$ cat src/rtl/scr1_ahb_pkg.sv
// Shared AHB-Lite definitions for the SCR1 two-master memory arbiter:
// bus width, HTRANS/HRESP encodings, pending-slot record and grant helper.
package scr1_ahb_pkg;

   localparam int SCR1_AHB_WIDTH = 32;

   localparam logic [1:0] SCR1_HTRANS_IDLE   = 2'b00;
   localparam logic [1:0] SCR1_HTRANS_BUSY   = 2'b01;
   localparam logic [1:0] SCR1_HTRANS_NONSEQ = 2'b10;
   localparam logic [1:0] SCR1_HTRANS_SEQ    = 2'b11;

   localparam logic SCR1_HRESP_OKAY  = 1'b0;
   localparam logic SCR1_HRESP_ERROR = 1'b1;

   typedef struct packed {
      logic                      pend;
      logic [SCR1_AHB_WIDTH-1:0] addr;
      logic [2:0]                size;
      logic                      write;
   } type_scr1_ahb_arb_slot_s;

   typedef enum logic {
      MASTER_IMEM = 1'b0,
      MASTER_DMEM = 1'b1
   } type_scr1_ahb_master_e;

   typedef enum logic [1:0] {
      OWNER_NONE = 2'd0,
      OWNER_IMEM = 2'd1,
      OWNER_DMEM = 2'd2
   } type_scr1_ahb_owner_e;

   function automatic logic scr1_ahb_is_active(input logic [1:0] htrans);
      return (htrans == SCR1_HTRANS_NONSEQ) || (htrans == SCR1_HTRANS_SEQ);
   endfunction

   // A tie goes to the master that did not win last time; fixed priority favours dmem.
   function automatic type_scr1_ahb_master_e scr1_ahb_arb_pick(
      input logic                  imem_pend,
      input logic                  dmem_pend,
      input type_scr1_ahb_master_e last_grant,
      input logic                  rr_en
   );
      if (imem_pend && dmem_pend) begin
         return (rr_en && (last_grant == MASTER_DMEM)) ? MASTER_IMEM : MASTER_DMEM;
      end
      if (dmem_pend) begin
         return MASTER_DMEM;
      end
      return MASTER_IMEM;
   endfunction

endpackage

$ cat src/rtl/scr1_ahb_arb_slot.sv
// Per-master pending slot: holds one captured address phase until the
// arbiter hands it to the slave port.
module scr1_ahb_arb_slot
   import scr1_ahb_pkg::*;
(
   input  logic                      clk,
   input  logic                      rst_n,
   input  logic                      capture,
   input  logic                      clear,
   input  logic [SCR1_AHB_WIDTH-1:0] addr,
   input  logic [2:0]                size,
   input  logic                      write,
   output type_scr1_ahb_arb_slot_s   slot
);

   // A capture can only happen while the slot is empty, so it never races a clear.
   always_ff @(posedge clk or negedge rst_n) begin
      if (!rst_n) begin
         slot <= '0;
      end else if (capture) begin
         slot.pend  <= 1'b1;
         slot.addr  <= addr;
         slot.size  <= size;
         slot.write <= write;
      end else if (clear) begin
         slot.pend <= 1'b0;
      end
   end

endmodule

$ cat src/rtl/scr1_ahb_mem_arbiter.sv
// Two-master (imem/dmem) to one-slave AHB-Lite arbiter with per-master
// pending slots, round-robin grant and pipelined slave address/data phases.
module scr1_ahb_mem_arbiter
   import scr1_ahb_pkg::*;
#(
   parameter bit RR_EN = 1'b1
) (
   input  logic                      clk,
   input  logic                      rst_n,
   input  logic [1:0]                imem_htrans,
   input  logic [SCR1_AHB_WIDTH-1:0] imem_haddr,
   input  logic [2:0]                imem_hsize,
   output logic                      imem_hready,
   output logic [SCR1_AHB_WIDTH-1:0] imem_hrdata,
   output logic                      imem_hresp,
   input  logic [1:0]                dmem_htrans,
   input  logic [SCR1_AHB_WIDTH-1:0] dmem_haddr,
   input  logic [2:0]                dmem_hsize,
   input  logic                      dmem_hwrite,
   input  logic [SCR1_AHB_WIDTH-1:0] dmem_hwdata,
   output logic                      dmem_hready,
   output logic [SCR1_AHB_WIDTH-1:0] dmem_hrdata,
   output logic                      dmem_hresp,
   output logic [1:0]                s_htrans,
   output logic [SCR1_AHB_WIDTH-1:0] s_haddr,
   output logic [2:0]                s_hsize,
   output logic                      s_hwrite,
   output logic [SCR1_AHB_WIDTH-1:0] s_hwdata,
   input  logic                      s_hready,
   input  logic [SCR1_AHB_WIDTH-1:0] s_hrdata,
   input  logic                      s_hresp
);

   type_scr1_ahb_arb_slot_s imem_slot;
   type_scr1_ahb_arb_slot_s dmem_slot;
   type_scr1_ahb_master_e   sel;
   type_scr1_ahb_master_e   last_grant;
   type_scr1_ahb_master_e   lock_master;
   type_scr1_ahb_owner_e    dph_owner;
   logic                    lock_valid;
   logic                    present;
   logic                    accept;
   logic                    imem_owner;
   logic                    dmem_owner;

   scr1_ahb_arb_slot u_imem_slot (
      .clk     (clk),
      .rst_n   (rst_n),
      .capture (scr1_ahb_is_active(imem_htrans) && imem_hready),
      .clear   (accept && (sel == MASTER_IMEM)),
      .addr    (imem_haddr),
      .size    (imem_hsize),
      .write   (1'b0),
      .slot    (imem_slot)
   );

   scr1_ahb_arb_slot u_dmem_slot (
      .clk     (clk),
      .rst_n   (rst_n),
      .capture (scr1_ahb_is_active(dmem_htrans) && dmem_hready),
      .clear   (accept && (sel == MASTER_DMEM)),
      .addr    (dmem_haddr),
      .size    (dmem_hsize),
      .write   (dmem_hwrite),
      .slot    (dmem_slot)
   );

   // A presented-but-stalled address keeps its winner so the slave never sees it change.
   always_comb begin
      sel      = lock_valid ? lock_master
                            : scr1_ahb_arb_pick(imem_slot.pend, dmem_slot.pend, last_grant, RR_EN);
      present  = lock_valid || imem_slot.pend || dmem_slot.pend;
      s_htrans = SCR1_HTRANS_IDLE;
      s_haddr  = '0;
      s_hsize  = '0;
      s_hwrite = 1'b0;
      if (present) begin
         s_htrans = SCR1_HTRANS_NONSEQ;
         if (sel == MASTER_DMEM) begin
            s_haddr  = dmem_slot.addr;
            s_hsize  = dmem_slot.size;
            s_hwrite = dmem_slot.write;
         end else begin
            s_haddr  = imem_slot.addr;
            s_hsize  = imem_slot.size;
            s_hwrite = imem_slot.write;
         end
      end
   end

   assign accept = present && s_hready;

   always_ff @(posedge clk or negedge rst_n) begin
      if (!rst_n) begin
         lock_valid  <= 1'b0;
         lock_master <= MASTER_IMEM;
         last_grant  <= MASTER_IMEM;
         dph_owner   <= OWNER_NONE;
      end else if (s_hready) begin
         lock_valid <= 1'b0;
         if (accept) begin
            last_grant <= sel;
            dph_owner  <= (sel == MASTER_DMEM) ? OWNER_DMEM : OWNER_IMEM;
         end else begin
            dph_owner  <= OWNER_NONE;
         end
      end else if (present) begin
         lock_valid  <= 1'b1;
         lock_master <= sel;
      end
   end

   // Only the data-phase owner sees the slave response; the other master stalls on its own slot.
   assign imem_owner  = (dph_owner == OWNER_IMEM);
   assign dmem_owner  = (dph_owner == OWNER_DMEM);

   assign imem_hready = imem_owner ? s_hready : !imem_slot.pend;
   assign imem_hrdata = imem_owner ? s_hrdata : '0;
   assign imem_hresp  = imem_owner ? s_hresp  : SCR1_HRESP_OKAY;

   assign dmem_hready = dmem_owner ? s_hready : !dmem_slot.pend;
   assign dmem_hrdata = dmem_owner ? s_hrdata : '0;
   assign dmem_hresp  = dmem_owner ? s_hresp  : SCR1_HRESP_OKAY;

   assign s_hwdata    = dmem_owner ? dmem_hwdata : '0;

endmodule
$ cat config.mk
export PLATFORM = sky130hd
export DESIGN_NAME = scr1_ahb_mem_arbiter
export DESIGN_NICKNAME = d
export VERILOG_FILES = /design/src/rtl/scr1_ahb_pkg.sv /design/src/rtl/scr1_ahb_arb_slot.sv /design/src/rtl/scr1_ahb_mem_arbiter.sv
export SDC_FILE = /design/constraint.sdc
export NUM_CORES = 1
export LEC_CHECK = 0
export ABC_AREA = 1
export CAP_MARGIN = 25
export CORE_ASPECT_RATIO = 1.1
export CORE_MARGIN = 2
export CORE_UTILIZATION = 41
export DETAILED_ROUTE_END_ITERATION = 16
export GPL_TIMING_DRIVEN = 0
export PLACE_DENSITY = 0.94
export REMOVE_ABC_BUFFERS = 1
export SYNTH_ARGS = -nofsm -noshare
export SYNTH_HDL_FRONTEND = slang
export SYNTH_SLANG_ARGS = --single-unit
export TNS_END_PERCENT = 50
$ cat constraint.sdc
create_clock -name clk -period 2.1 [get_ports clk]
set_input_delay 0.315 -clock clk [delete_from_list [all_inputs] [get_ports clk]]
set_output_delay 0.315 -clock clk [all_outputs]
set_load 0.005 [all_outputs]
# Word-level counts from Yosys, hierarchy flattened
# Index checks and enable logic that the tools add are counted.
# op_classes
n_bitwise,2
n_reduce_logical,17
n_mux,31
n_eq_ne,6
# op_table
operator,n
$mux 32,5
$mux 1,21
$eq 2x2->1 const B,5
$logic_and 1x1->1,6
$mux 2,3
$mux 3,2
$reduce_bool 2->1,3
$logic_or 1x1->1,4
$reduce_and 2->1,2
$eq 2x1->1 const B,1
$logic_not 1->1,2
$not 1->1,2
# totals
reg_bits,78
input_bits,143
output_inout_bits,138
elab_cells,67

# Logic depth before layout (Yosys ltp)
# depth
word_depth,10
depth_mapped,7
ltp_nobuf,7

# By module
# Synthesis repeated with hierarchy kept, for this count alone.
# hier_totals
hier_cells,727
area_unflattened_um2,4986.0
# modules_own_cells
module,area_each_um2,cells_per_inst,seq_area_each_um2,instances
scr1_ahb_arb_slot,1447.6,156,925.9,2
scr1_ahb_mem_arbiter,2090.8,415,125.1,1

# Least setup slack after synthesis
# OpenSTA, ideal clock, no wires.
# synth_timing
kind,register to output
start,register lock_valid
end,output port s_haddr[25]
path_slack_ns,0.737
path_stages_with_launch,5
required_time_ns,1.785
arrival_time_ns,1.048
path_cell_list,dfrtp_1 -> nand2_1 -> clkbuf_1 -> a21oi_1 -> nor2_1
# synth_via
elab_chain_len,3
elab_cells_between_ends,5
classes_between,mux (3); reduce/logical (2)
# synth_rtl
element,line,source
start: declaration,scr1_ahb_mem_arbiter.sv:40,logic lock_valid;
start signal: assignment,scr1_ahb_mem_arbiter.sv:95,lock_valid <= 1'b0;
start signal: assignment,scr1_ahb_mem_arbiter.sv:100,lock_valid <= 1'b0;
start signal: assignment,scr1_ahb_mem_arbiter.sv:108,lock_valid <= 1'b1;
$mux 1 / $logic_or 1x1->1 (equally long branches),"scr1_ahb_mem_arbiter.sv:70, scr1_ahb_mem_arbiter.sv:72",
$mux 32 / $logic_or 1x1->1 (equally long branches),"scr1_ahb_mem_arbiter.sv:79, scr1_ahb_mem_arbiter.sv:72",
$mux 32 (*),scr1_ahb_mem_arbiter.sv:77,if (present) begin
end: declaration,scr1_ahb_mem_arbiter.sv:25,"output logic [SCR1_AHB_WIDTH-1:0] s_haddr,"
# Mark *: on every way between the ends. The rest lies on a longest branch, timed or not.

# Final worst setup path
# layout_timing
start,register lock_valid
end,output port s_haddr[7]
# The elaborated chain is that of the path after synthesis.

==> results.tsv <==
stage	metric	value	unit
synthesis	Synth cell types	19	
power_and_ir_drop	clock share of power	0.134	
synthesis	leading post-synthesis cells by instance count	140 x inv_1, 134 x nor2_1, 120 x nand2_1	
synthesis	Post-synth EDFFs	0	
grt	first-pass GRT wire length	28800	um
cells_and_area	area grow syn2layout	85.3	%
routing	initial drt markers	373	
routing	final antenna-violating net count	0	
critical_path	Cell Chain, Critical Path	clkinvlp_4, buf_6, nand3_4, buf_12, nand3b_1, nand2_1, nor2_1, clkdlybuf4s15_1	
synthesis	top cell type's share of synthesized area	0.430	
synthesis	sequential fraction of the synthesis area	0.430	
cts	Worst-path clk slew	0.06	ns
grt	largest net degree at the start of global routing	46	
routing	via/cell ratio	4.92	
cts	Root Buffer	clkbuf_16	
routing	DR DRC count	0	
die	Rows	40	
synthesis	ys async rst share	1.00	
cts	Clock Sinks	78	
timing	fin crit period	2.07	ns
grt	initial antenna violation count	2	
critical_path	CP peak stage delay	0.45	ns
cts	CTS H-tree depth	3	
timing	setup slack after layout	0.0306	ns
placed_design	Port Buffers	277	
timing	final period utilization	0.985	
die	die area	11900	sq um
cells_and_area	layout cells sized above 1	0.140	
cells_and_area	Finished Core Util	0.775	
power_and_ir_drop	Sw Ratio	0.413	
placed_design	HPWL Detailed	12400	um
worst_hold_path	Min-Delay Path Class	flop to flop	
routing	mean routed wirelength per cell	17.4	um
synthesis	number of synthesized register bits	78	
die	Die X-Extent	104	um
synthesis	synth top area cells	dfrtp_1 43%, inv_1 12%, nor2_1 11%, nand2_1 9.9%, o21ai_1 7.8%	
power_and_ir_drop	sequential share of power	0.246	
power_and_ir_drop	P_sw	4570	uW
synthesis	most used flip-flop cell after synthesis	dfrtp_1	
cts	CTS tree	done	
synthesis	Synth Area in Simple Gates	0.281	
critical_path	Critical Path End Type	output port	
routing	drt first pass iters	7	
cts	CTS Buffer Depth	2	
cells_and_area	Reg area	1960	sq um
power_and_ir_drop	Int Power	6500	uW
run_status	outcome	finished clean	
critical_path	slowest stage cell, crit path	dfrtp_2	
critical_path	worst path required time	1.78	ns
die	io pins	281	
placed_design	GPL Wtd Cong	0.846	
power_and_ir_drop	combinational share of power	0.620	
power_and_ir_drop	maximum vdd drop	0.873	mV
placed_design	Setup WS pre-CTS	-0.460	ns
cts	CTS Buf Count	9	
die	initial core utilization	0.418	
timing	Final Setup Violations	0	
routing	vias	5555	
power_and_ir_drop	Power Total	11100	uW
synthesis	yosys warns	0	
grt	vias in the first global route	5456	
synthesis	Syn Inst Count	675	
flow_run	max_cap viols	0	
cts	Skew-Pair Late Insertion Delay	0.33	ns
synthesis	proportion of synthesized area in mux cells	0	
synthesis	largest area contributor in the netlist	dfrtp_1	
timing	Hold Vio Cnt, Final	0	
timing	Slew Limit Fails	0	
synthesis	xor and xnor area share after synthesis	0	
synthesis	main combinational cell family by area after synthesis	simple AND/OR/NAND/NOR gates	
cells_and_area	Non-Filler Instances	1130	
grt	Total GRT Usage	0.318	
synthesis	Netlist Area Pre-Place	4540	sq um
synthesis	Avg Cell Area, Syn	6.72	sq um
synthesis	Synth Area in Compound Gates	0.124	
timing	Achievable Freq	483	MHz
timing	RSZ-0062 raised after global routing	yes	
critical_path	Worst Setup Start Kind	flop	
cells_and_area	Final Net Count	1120	
critical_path	maximum fanout along the worst path	7	
cells_and_area	Filler cells	755	
critical_path	Arrival @ worst endpoint	1.75	ns
die	die height	114	um
power_and_ir_drop	static leakage	0.00463	uW
critical_path	CP Class	flop to output port	
synthesis	Post-Synth Adder-Cell Area	0	
cells_and_area	area occupied by multi-input gates	2150	sq um
power_and_ir_drop	PD cells	1320	nW/um^2
synthesis	most common cell in the netlist	inv_1	
routing	final wirelength	19600	um
timing	Worst Skew	0.00305	ns
grt	Congestion Overflow GR	0	
die	core area	10900	sq um
placed_design	placed insts	1062	
[logic make-up (layout without fill, tap and decap cells)]
family,after synthesis,count (layout)
other,1,2
AOI/OAI and AO/OA,112,112
DFF,78,78
and+or+nand+nor,298,307
buffers and inverters,186,484
[worst max-delay path: cells and delay by family, from the launching register on]
family	cells	cell delay, ns
buf+inv	4	0.64
flops	1	0.45
simple gates	4	0.33
[metrics by stage]
stage	hold slack (ns)	setup TNS (ns)	area, sq um
after CTS	0.483	-0.0439	8290
after detailed placement	0.307	-22.35	7450
final	0.478	0	8410
after floorplan	0.0194	-41.02	4330
after global routing	0.506	-0.0987	8410
after global placement	0.462	-364.98	7290
[sequential cells by signal, summed over array words and instances (netlist names)]
signal,count
dph_owner,2
lock_master,1
lock_valid,1
u_dmem_slot.slot,37
u_imem_slot.slot,36
last_grant,1
[placed cells by master (no fill, tap or decap), types with 13 or more instances in the layout]
master,netlist,layout
nand3b_1,35,35
nor2_1,134,129
buf_4,2,18
nand2_1,120,117
o21ai_1,71,71
a21oi_1,36,27
buf_2,30,20
dlygate4sd2_1,0,43
dfrtp_1,78,72
inv_1,140,138
clkbuf_16,0,13
clkdlybuf4s50_1,0,186
[timing repair]
| item | in CTS | in global routing |
|---|---|---|
| gates resized for setup | 190 | 49 |
| setup endpoints to repair | 185 | 76 |
| gates cloned | 9 | 5 |
| hold buffers | 1 | 0 |
| setup buffers | 36 | 3 |
| endpoints found under the hold margin | 33 | 0 |
| pin swaps | 19 | 7 |
[worst paths after layout]
check                                      from  cells past startpoint              endpoint  slack, ns
min in group asynchronous                 rst_n                      2   u_imem_slot.slot[2]       0.49
hold / removal             u_imem_slot.slot[20]                      2  u_imem_slot.slot[20]       0.48
setup reg to reg                   dph_owner[0]                      9  u_dmem_slot.slot[33]       0.18
hold reg to reg            u_imem_slot.slot[20]                      2  u_imem_slot.slot[20]       0.48
max in group asynchronous                 rst_n                      3  u_dmem_slot.slot[14]       1.02
setup / recovery                     lock_valid                      8            s_haddr[7]       0.03
[power groups by stage]
stage / Sequential (uW) / Clock [uW] / Combinational, uW
after floorplan: 2510 / 0 / 2710
after global placement: 2560 / 0 / 5750
after detailed placement: 2620 / 0 / 6030
after CTS: 2700 / 1500 / 6670
after global routing: 2810 / 1570 / 7440
final: 2730 / 1480 / 6860
[cell type report]
class / count / area share
timing repair buffer: 325 / 0.390
multi-input combinational: 420 / 0.256
sequential: 78 / 0.233
inverter: 143 / 0.0656
clock buffer: 13 / 0.0321
tap: 147 / 0.0219
clock inverter: 3 / 0.00208
antenna: 1 / 0.000297
[metal layers]
metal,vias to the layer above,wire [um],track usage
li1,2645,-,-
met1,2582,7240,0.344
met2,271,9810,0.577
met3,55,1780,0.102
met4,2,765,0.130
met5,-,13,0
No activity file was read; power rests on OpenSTA's default activity.
